==> src/rtl/mux8_rr_arbiter.sv <==
// ---------------------------------------------------------------------------
// mux8_rr_arbiter
//   Round-robin arbiter that owns the select of a shared 8:1 one-bit mux.
//   An owner keeps the grant until it releases (rel, or by dropping its
//   request). Every hand-over passes through a one-cycle GAP with gnt = 0,
//   so the mux select never moves while a grant is active.
//
//   Optional feature: define MUX8_ARB_TIMEOUT_EN to build a hold counter
//   that revokes a grant held for HOLD_MAX cycles and pulses timeout_o.
//
// Parameters
//   HOLD_MAX  : max BUSY cycles per grant (2..256), timeout build only
// Ports
//   clk       : rising-edge clock
//   rst_n     : asynchronous active-low reset
//   req[7:0]  : request per requester, bit k <-> mux input k
//   rel       : release strobe from the current owner (BUSY only)
//   gnt[7:0]  : registered one-hot grant, zero when no owner
//   sel[2:0]  : registered mux select, index of current/last owner
//   gnt_vld   : registered OR of gnt
//   timeout_o : one-cycle pulse when a grant is forcibly revoked
// ---------------------------------------------------------------------------
module mux8_rr_arbiter #(
    parameter int HOLD_MAX = 16
) (
    input  logic       clk,
    input  logic       rst_n,
    input  logic [7:0] req,
    input  logic       rel,
    output logic [7:0] gnt,
    output logic [2:0] sel,
    output logic       gnt_vld,
    output logic       timeout_o
);

    typedef enum logic [1:0] {
        IDLE = 2'd0,
        BUSY = 2'd1,
        GAP  = 2'd2
    } state_t;

    state_t     state, state_d;
    logic [2:0] ptr, ptr_d;
    logic [7:0] gnt_d;
    logic [2:0] sel_d;
    logic       vld_d;
    logic       to_d;

    logic [2:0] win;
    logic [2:0] idx;
    logic       found;
    logic       release_w;
    logic       limit;

    generate
        if (HOLD_MAX < 2 || HOLD_MAX > 256) begin : g_bad_hold
            $error("mux8_rr_arbiter: HOLD_MAX out of range 2..256");
        end
    endgenerate

    // Rotating priority search starting at ptr. Walking offsets from high
    // to low lets the smallest offset (highest priority) win last.
    always_comb begin
        win   = 3'd0;
        idx   = 3'd0;
        found = 1'b0;
        for (int i = 7; i >= 0; i--) begin
            idx = ptr + 3'(i);
            if (req[idx]) begin
                win   = idx;
                found = 1'b1;
            end
        end
    end

    // A dropped owner request is an implicit release; both together are
    // still just one release.
    assign release_w = rel | ~req[sel];

`ifdef MUX8_ARB_TIMEOUT_EN
    logic [7:0] cnt, cnt_d;

    // Counter is zero outside BUSY, so it is already clear on BUSY entry
    // and reads k-1 during the k-th BUSY cycle.
    always_comb begin
        cnt_d = 8'd0;
        if (state == BUSY)
            cnt_d = cnt + 8'd1;
    end

    always_ff @(posedge clk or negedge rst_n) begin
        if (!rst_n) cnt <= 8'd0;
        else        cnt <= cnt_d;
    end

    assign limit = (cnt == 8'(HOLD_MAX - 1));
`else
    assign limit = 1'b0;
`endif

    always_comb begin
        state_d = state;
        gnt_d   = gnt;
        sel_d   = sel;
        vld_d   = gnt_vld;
        ptr_d   = ptr;
        to_d    = 1'b0;
        case (state)
            IDLE: begin
                if (found) begin
                    state_d = BUSY;
                    gnt_d   = 8'b1 << win;
                    sel_d   = win;
                    vld_d   = 1'b1;
                    ptr_d   = win + 3'd1;
                end
            end
            BUSY: begin
                if (release_w || limit) begin
                    state_d = GAP;
                    gnt_d   = 8'h00;
                    vld_d   = 1'b0;
                    // a real release on the limit cycle wins over timeout
                    to_d    = limit & ~release_w;
                end
            end
            GAP: begin
                state_d = IDLE;
            end
            default: begin
                state_d = IDLE;
                gnt_d   = 8'h00;
                vld_d   = 1'b0;
            end
        endcase
    end

    always_ff @(posedge clk or negedge rst_n) begin
        if (!rst_n) begin
            state     <= IDLE;
            ptr       <= 3'd0;
            gnt       <= 8'h00;
            sel       <= 3'd0;
            gnt_vld   <= 1'b0;
            timeout_o <= 1'b0;
        end else begin
            state     <= state_d;
            ptr       <= ptr_d;
            gnt       <= gnt_d;
            sel       <= sel_d;
            gnt_vld   <= vld_d;
            timeout_o <= to_d;
        end
    end

endmodule

==> config.mk <==
export PLATFORM = sky130hd
export DESIGN_NAME = mux8_rr_arbiter
export DESIGN_NICKNAME = d
export VERILOG_FILES = /design/src/rtl/mux8_rr_arbiter.sv
export SDC_FILE = /design/constraint.sdc
export NUM_CORES = 1
export LEC_CHECK = 0
export ABC_AREA = 1
export BUFFER_PORTS_ARGS = -buffer_cell sky130_fd_sc_hd__buf_2
export CAP_MARGIN = 20
export CORE_ASPECT_RATIO = 0.75
export CORE_MARGIN = 1
export CORE_UTILIZATION = 57
export DETAILED_ROUTE_END_ITERATION = 8
export GPL_ROUTABILITY_DRIVEN = 1
export HOLD_SLACK_MARGIN = 0.03
export PLACE_DENSITY = 0.8
export SLEW_MARGIN = 20
export SYNTH_ARGS = -nofsm -noshare
export SYNTH_HDL_FRONTEND = slang
export SYNTH_SLANG_ARGS = --single-unit
export TNS_END_PERCENT = 50
==> constraint.sdc <==
create_clock -name clk -period 3.4 [get_ports clk]
set_input_delay 0.51 -clock clk [delete_from_list [all_inputs] [get_ports clk]]
set_output_delay 0.51 -clock clk [all_outputs]
set_load 0.01 [all_outputs]
==> results, run 1 <==
- The die area is 2980 um2.
- The combined buffer and inverter count along the critical path is 4.
- The delay of the slowest critical-path stage is 0.44 ns.
- The number of max-slew violations in the final report came to 0.
- The first-pass GRT wire length is 5.85 mm.
- Post-CTS timing repair inserted 0 buffers for setup.
- Hold is met by 0.164 ns.
- The top cell type by area accounts for 27.0% of the synthesized area.
- Entering global routing, the biggest net connects 18 pins.
- Detailed placement ended at an HPWL of 2.88 mm.
- Setup violations remaining at the end of the flow were counted as 0.
- The number of antenna cells inserted is 0.
- Yosys attributes the largest share of cell area to dfrtp_1 27%, nand2_1 20%, nand3_1 11%.
- The area of the mapped netlist is 1580 um2.
- The final critical delay including setup and external delays is 2.79 ns.
- Along the worst path, the maximum fanout reaches 9.
- The setup slack on the worst flop-to-flop path is 0.61 ns.
- Once detail routing completed, the nets flagged for antenna violations numbered 0.
- The post-synthesis cell type count is 29.
- The synthesized area per cell is 6.77 um2.
- The number of cells on the worst reg-to-reg path is 19.
- The primary flip-flop cell chosen by synthesis mapping is dfrtp_1.
- The x dimension of the die is 62.7 um.
- The cell class contributing the biggest share of worst-path delay is simple AND/OR/NAND/NOR gates.
- The library cell with the largest summed area after synthesis is dfrtp_1.
- After routing, the total negative slack on setup checks comes to 0 ns.
- After floorplanning, the core was sized to cover 2620 um2.
- The worst clock skew on the final layout is 0.000546 ns.
- The via count of the first global-routing pass came to 1,298.
- Routability-driven placement finished with a final weighted congestion of 0.988.
- The number of sinks driven by the clock tree is 17.
- In this run, placement finished with an instance count of 287.
- The longest clock path from root to sink contains 2 buffers.
- Of the cells placed in the final design, the portion with a size suffix greater than 1 is 22.0%.
- STA classifies the critical path endpoint as a flip-flop.
- Gates resized during post-CTS repair numbered 0.
- The number of nets at the end of the flow is 274.
- The clock slew at the register clock pins of the worst setup and hold paths is 0.06 ns.
- The fraction of registers with async set/reset is 100%.
- After detailed routing, the total wire length is 3.59 mm.
- In this run the tool buffered the top-level ports with 22 buffer cells.
- For this run, design rule violations remaining after detail routing come to 0.
- Data arrives at the worst endpoint at 2.93 ns.
- Based on the critical path, the design can be clocked at up to 0.359 GHz.
- The capturing point of the worst reg2reg path is ptr[2]$_DFFE_PN0P_.
- The detailed-route vias per instance is 5.35.
- Counting the buffers created by CTS gives 3.
- The startpoint identified for the worst register-to-register timing path is ptr[0]$_DFFE_PN0P_.
- After floorplanning, the core was divided into 16 placement rows.
- Traced cell by cell, the critical path runs through inv_2, ha_1, inv_1, nand3_1, nand3_1, nand2_2, inv_1, nand3_1, nand3_1, nand2_1, nand2_1, nand2_1, nand2_1, nand2_1, inv_1, ha_1, ha_1, nand2_1, o21ai_1.
- The required arrival time at the worst endpoint is 3.54 ns.
- The initial antenna violation count is 0.
- The number of ports placed on the die boundary is 24.
- The run finished with clean final reports.
- The initial standard-cell utilization of the core is 60.1%.
- On the critical path, the stage with the largest delay is an instance of ha_1.
- The wire length per cell is 12.3 um.
- The net count after synthesis is 251.
- The post-synthesis sequential element count is 17.
- The first-pass detailed-route iteration total is 4.
- The violation count after the first detailed-route iteration is 124.
- Counting stages on the worst path, the most repeated cell is nand2_1.
- The setup path with the least slack is of type reg2reg.
- Relative to the synthesized area, the layout overhead comes to 9.68%.
- The share of the Yosys chip area taken by registers is 27.0%.
- The number of hold-slack violations in the final timing report came to 0.
- The total via count after detailed routing is 1,557.
- After layout, the worst path uses 82.0% of the clock period.
- For this design, the CTS-stage hold fixing added 0 buffers.
- Clock tree synthesis selected as its root buffer the cell clkbuf_8.
- In this run the number of H-tree levels came out at 1.
- The total global routing track utilization is 25.9%.
- The gate count of the mapped netlist is 233.
- The critical path crosses 19 cells after its start point.
- The remaining global-route overflow is 0.
- The tool flagged a number of max-cap violations equal to 0.
- Setup repair after global routing left no endpoint under its margin.
- The die boundary height is 47.5 um.
- The clock latency of the later-clocked register in the worst-skew pair is 0.25 ns.
- The number of synthesized flops with an enable pin is 0.
- The clock tree from TritonCTS is built.
- The post-layout instance count excluding filler cells is 291.
- During synthesis, Yosys emitted a total of 0 warnings.
- STA classifies the critical path startpoint as a flip-flop.
- In this run the worst hold path is classified as in2async.
[per-layer routing]
layer,GRT usage (%),share of wire [%]
met5,0,0
met4,0.465,0.056
met3,10.2,10
met2,35.9,38
met1,39.0,52
[flip-flops by register name, indices dropped and copies added (netlist names)]
register and flops:
gnt_vld 1, gnt 8, state 2, ptr 3
sel 3
[layout by cell type (no fill, tap or decap), drive strengths merged]
master,instances
nand3,44
inv,27
a21oi,5
conb,1
ha,7
nand4,1
buf,24
o32ai,1
dfrtp,17
clkinv,1
o21ai,6
nand2,95
o211ai,1
nor2,15
mux2i,1
xnor2,2
o221ai,1
clkbuf,3
a31oi,1
xor2,1
nor3,1
[through the flow]
stage	area [um2]	setup WS, ns	util, %
floorplan	1580	0.780	-
global route	1730	0.400	65.9
detailed placement	1680	0.679	64.2
finish	1730	0.614	65.9
global placement	1680	0.697	64.2
CTS	1730	0.667	65.9
[cell families (layout without fill, tap and decap cells)]
logic type / count (synthesis) / count (layout) / synth area share (%)
and+or+nand+nor: 156 / 156 / 47.3
buffers and inverters: 33 / 55 / 10.5
DFF: 17 / 17 / 27.0
AOI/OAI and AO/OA: 15 / 15 / 5.95
adders and majority gates: 7 / 7 / 5.56
xor gates and xnor gates: 3 / 3 / 2.86
other: 1 / 1 / 0.238
muxes: 1 / 1 / 0.635
[Yosys cell counts, types with 2 or more instances]
master and n:
o21ai_0 2, inv_2 3, ha_1 7, o21ai_2 2, nor2_1 13, a21oi_1 5, nand3_2 7, nor2_2 2
o21ai_1 2, nand3_1 35, nand3_4 2, nand2_1 85, buf_6 5, dfrtp_1 17, inv_1 24, nand2_2 9
[final cells by class]
type	instances	area, um2
Multi-Input combinational cell	183	986
Fill cell	242	893
Sequential cell	17	425
Timing Repair Buffer	24	125
Inverter	27	101
Tap cell	36	45.0
Clock buffer	3	41.3
Clock inverter	1	5.00
[worst max-delay path by stage]
stage / slack, ns / end / startpoint
detailed placement: 0.68 / ptr[2]$_DFFE_PN0P_ / ptr[0]$_DFFE_PN0P_
global route: 0.40 / ptr[2]$_DFFE_PN0P_ / ptr[0]$_DFFE_PN0P_
global placement: 0.70 / ptr[2]$_DFFE_PN0P_ / ptr[1]$_DFFE_PN0P_
floorplan: 0.78 / ptr[2]$_DFFE_PN0P_ / ptr[1]$_DFFE_PN0P_
finish: 0.61 / ptr[2]$_DFFE_PN0P_ / ptr[0]$_DFFE_PN0P_
CTS: 0.67 / ptr[2]$_DFFE_PN0P_ / ptr[0]$_DFFE_PN0P_
Power of run 1 is not shown: default switching activity piles up to over one toggle a cycle in this logic, so the estimate is an artifact.
==> inputs of run 2 (changes only) <==
- ABC_AREA: 1 -> 0
- clock period: 3.4 -> 2.6 ns (I/O delays scaled with it)
==> results, run 2 <==
- The most common cell after layout, fill and taps aside is buf_4.
- The initial antenna violation count was 0.
- The clock slew at the register clock pins of the worst setup and hold paths is 0.08 ns.
- In the routed layout, each cell is associated on average with a via count of 7.39.
- The number of nets handed over by synthesis was 183.
- Detailed routing placed a total of 985 um of wire on met3.
- The number of different library cells used by synthesis comes to 54.
- The register with the most flip-flops in the final layout is gnt.
- Along the worst path, the maximum fanout reaches 5.
- The flip-flop count of the largest register, all copies and words added is 8.
- The initial standard-cell utilization of the core is 61.4%.
- Fill cells in the final layout number 100.
- The via count of the first global-routing pass is 1,875.
- Pin placement for this block handled 24 I/O pins.
- In the final routed layout, each cell accounts on average for 25.8 um.
- The gate count of the mapped netlist is 165.
- Multiplexer cells account for 22.1% of the synthesized area.
- The final reports fail on setup timing.
- After the first detailed-routing iteration, the DRC count stood at 262.
- The type of destination of the critical path is a flip-flop.
- Once detail routing completed, the nets flagged for antenna violations numbered 0.
- Setup violations remaining at the end of the flow were counted as 13.
- In this run, CTS created clock tree buffers numbering 3.
- The worst setup path is launched from a flip-flop.
- The number of synthesized flops with an enable pin is 0.
- Setup slack on the critical path of the routed design comes to -0.624 ns.
- After detailed routing, the wire length on met1 is 2.49 mm.
- The first-pass detailed-route iteration total is 5.
- The number of max-slew violations in the final report came to 0.
- The clock tree from TritonCTS is built.
- The number of hold-slack violations in the final timing report is 0.
- Global routing finished with a remaining overflow of 0.
- Yosys attributes the largest share of cell area to dfrtp_1 26%, mux4_2 15%, ha_1 5.4%.
- In this run the core area contains 16 standard-cell rows.
- The worst register-to-register path begins at ptr[1]$_DFFE_PN0P_.
- The Yosys warning count is 0.
- The fraction of registers with async set/reset is 100%.
- CTS built an H-tree with a depth of 1.
- The worst clock skew on the final layout is 0.00660 ns.
- Derived from the worst setup path, the maximum achievable clock frequency is 0.310 GHz.
- The biggest area contributor in the post-synthesis netlist is dfrtp_1.
- After layout, the worst path uses 124% of the clock period.
- The data arrival time of the critical path is 3.36 ns.
- The weighted congestion reported at the end of routability-driven placement is 1.01.
- The critical path is of the reg2reg type.
- The area fraction in compound gates after synthesis is 24.0%.
- The floorplan step defined a die boundary enclosing 3090 um2.
- The total global routing track utilization is 41.4%.
- The cell sitting at the root of the clock tree is a clkbuf_8.
- The layout overhead on the synthesized area is 45.7%.
- The number of sinks driven by the clock tree is 17.
- The primary flip-flop cell chosen by synthesis mapping is dfrtp_1.
- The worst hold-check path type is in2async.
- For this run, design rule violations remaining after detail routing come to 0.
- The library cells used most frequently in the layout, excluding fill and tap cells, are 54 x buf_4, 22 x buf_2, 17 x nand2_1.
- The routed length on met2 is 3.08 mm.
- The routed design has 7.09 mm of wire.
- The core region is 2660 um2.
- The tool flagged a number of max-cap violations equal to 0.
- Each instance of the synthesized netlist takes up on average 9.90 um2.
- After Yosys synthesis, and, or, nand and nor cells account for 15.4% of the synthesized area.
- The x dimension of the die is 63.8 um.
- After legalization and detailed placement, the total HPWL measured 3.69 mm.
- The first global-routing pass estimated 9.72 mm of wire.
- Setup repair after global routing could not meet its margin everywhere.
- The pin count of the biggest net entering global routing is 18.
- The routed layout has 2,033 vias.
- After layout, the minimum clock period comes to 3.22 ns.
- The largest registers in the layout are gnt x8, ptr x3, sel x3.
- In the synthesized netlist, the cells that appear most often are 17 x dfrtp_1, 17 x nand2_1, 11 x mux4_2.
- For this run, the post-layout net count is 258.
- The top routing layer in use is met4.
- The final-layout worst hold slack is 0.0490 ns.
- The post-synthesis sequential element count is 17.
- The die boundary height is 48.4 um.
- The main combinational cell family by area after synthesis is compound AO/OA/AOI/OAI gates.
- The adder-cell share of the synthesized area is 5.36%.
- Summed over its instances, the top area cell type makes up 26.0% of the synthesized netlist area.
- For the worst-skew pair, the clock arrives at the later sink with an insertion delay of 0.26 ns.
- The area of the mapped netlist is 1630 um2.
- Data on the critical path is required at its endpoint by 2.74 ns.
- The setup slack on the worst flop-to-flop path is -0.62 ns.
- The flow ran to the end, but the final reports show violations.
- Of the total synthesized cell area, the portion taken by XOR and XNOR cells is 2.14%.
- The maximum buffer depth of the clock tree is 2.
- Cells with a size suffix above 1 make up 57.3% of the layout.
- The count of buffers inserted at the top-level ports is 22.
- The critical path starts at ptr[1]$_DFFE_PN0P_.
- Across the whole layout, storage elements account for 428 um2.
- The number of antenna cells inserted is 0.
- The area of combinational cells with multiple inputs is 1280 um2.
- The share of synthesized area occupied by flip-flops and latches is 26.0%.
## run 2: cells by family after synthesis
kind of cell	count (synthesis)
other	1
multiplexers	21
AO/OA/AOI/OAI	53
XOR/XNOR	4
flip-flops	17
buffers and inverters	15
adder cells (fa/ha/maj)	7
AND/OR/NAND/NOR	47
## run 2: metal layers
layer / vias up / track usage [%]
li1: 790 / -
met1: 943 / 54.9
met2: 223 / 67.6
met3: 77 / 10.4
met4: 0 / 11.4
met5: - / 0
## run 2: area by class of cell
class,count,area share [%]
Tap cell,36,1.89
Inverter,7,1.52
Clock inverter,1,0.210
Clock buffer,3,1.73
Multi-Input combinational cell,133,53.7
Sequential cell,17,18.0
Timing Repair Buffer,78,23.0
## run 2: final timing paths
path	to	depth (start not counted)
max reg2reg	ptr[2]$_DFFE_PN0P_	14
max in group asynchronous	ptr[0]$_DFFE_PN0P_	1
min in group clk	state[0]$_DFFE_PN0P_	3
max	ptr[2]$_DFFE_PN0P_	14
min	gnt[6]$_DFFE_PN0P_	1
min reg2reg	gnt_vld$_DFFE_PN0P_	2
## run 2: through the flow
step | std cells | setup slack [ns] | setup TNS, ns | cell area [um2] | util, %
finish | 275 | -0.624 | -5.77 | 2380 | 89.4
global route | 275 | -0.689 | -6.62 | 2380 | 89.4
CTS | 270 | -0.405 | -3.14 | 2280 | 85.8
detailed placement | 260 | -0.517 | -4.39 | 2170 | 81.5
global placement | 260 | -0.432 | -3.47 | 2170 | 81.5
floorplan | 165 | -0.457 | -3.52 | 1730 | -
## run 2: timing repair
action | in CTS | in global routing
setup buffers | 6 | 5
pin swaps | 0 | 8
endpoints found under the setup margin | 12 | 15
hold buffers | 0 | 0
resized for setup | 7 | 13
## run 2: critical path, cell delays in order, from the launching register on
cell	delay (ns)
dfrtp_2	0.45
clkinv_4	0.08
ha_4	0.30
mux4_2	0.38
mux2_4	0.33
o21bai_1	0.16
a221o_1	0.23
nand2_2	0.09
and4_4	0.17
a21o_1	0.17
buf_4	0.15
ha_4	0.17
ha_1	0.27
nand2_1	0.06
o21ai_0	0.08
Power of run 2 is left out for the same reason.
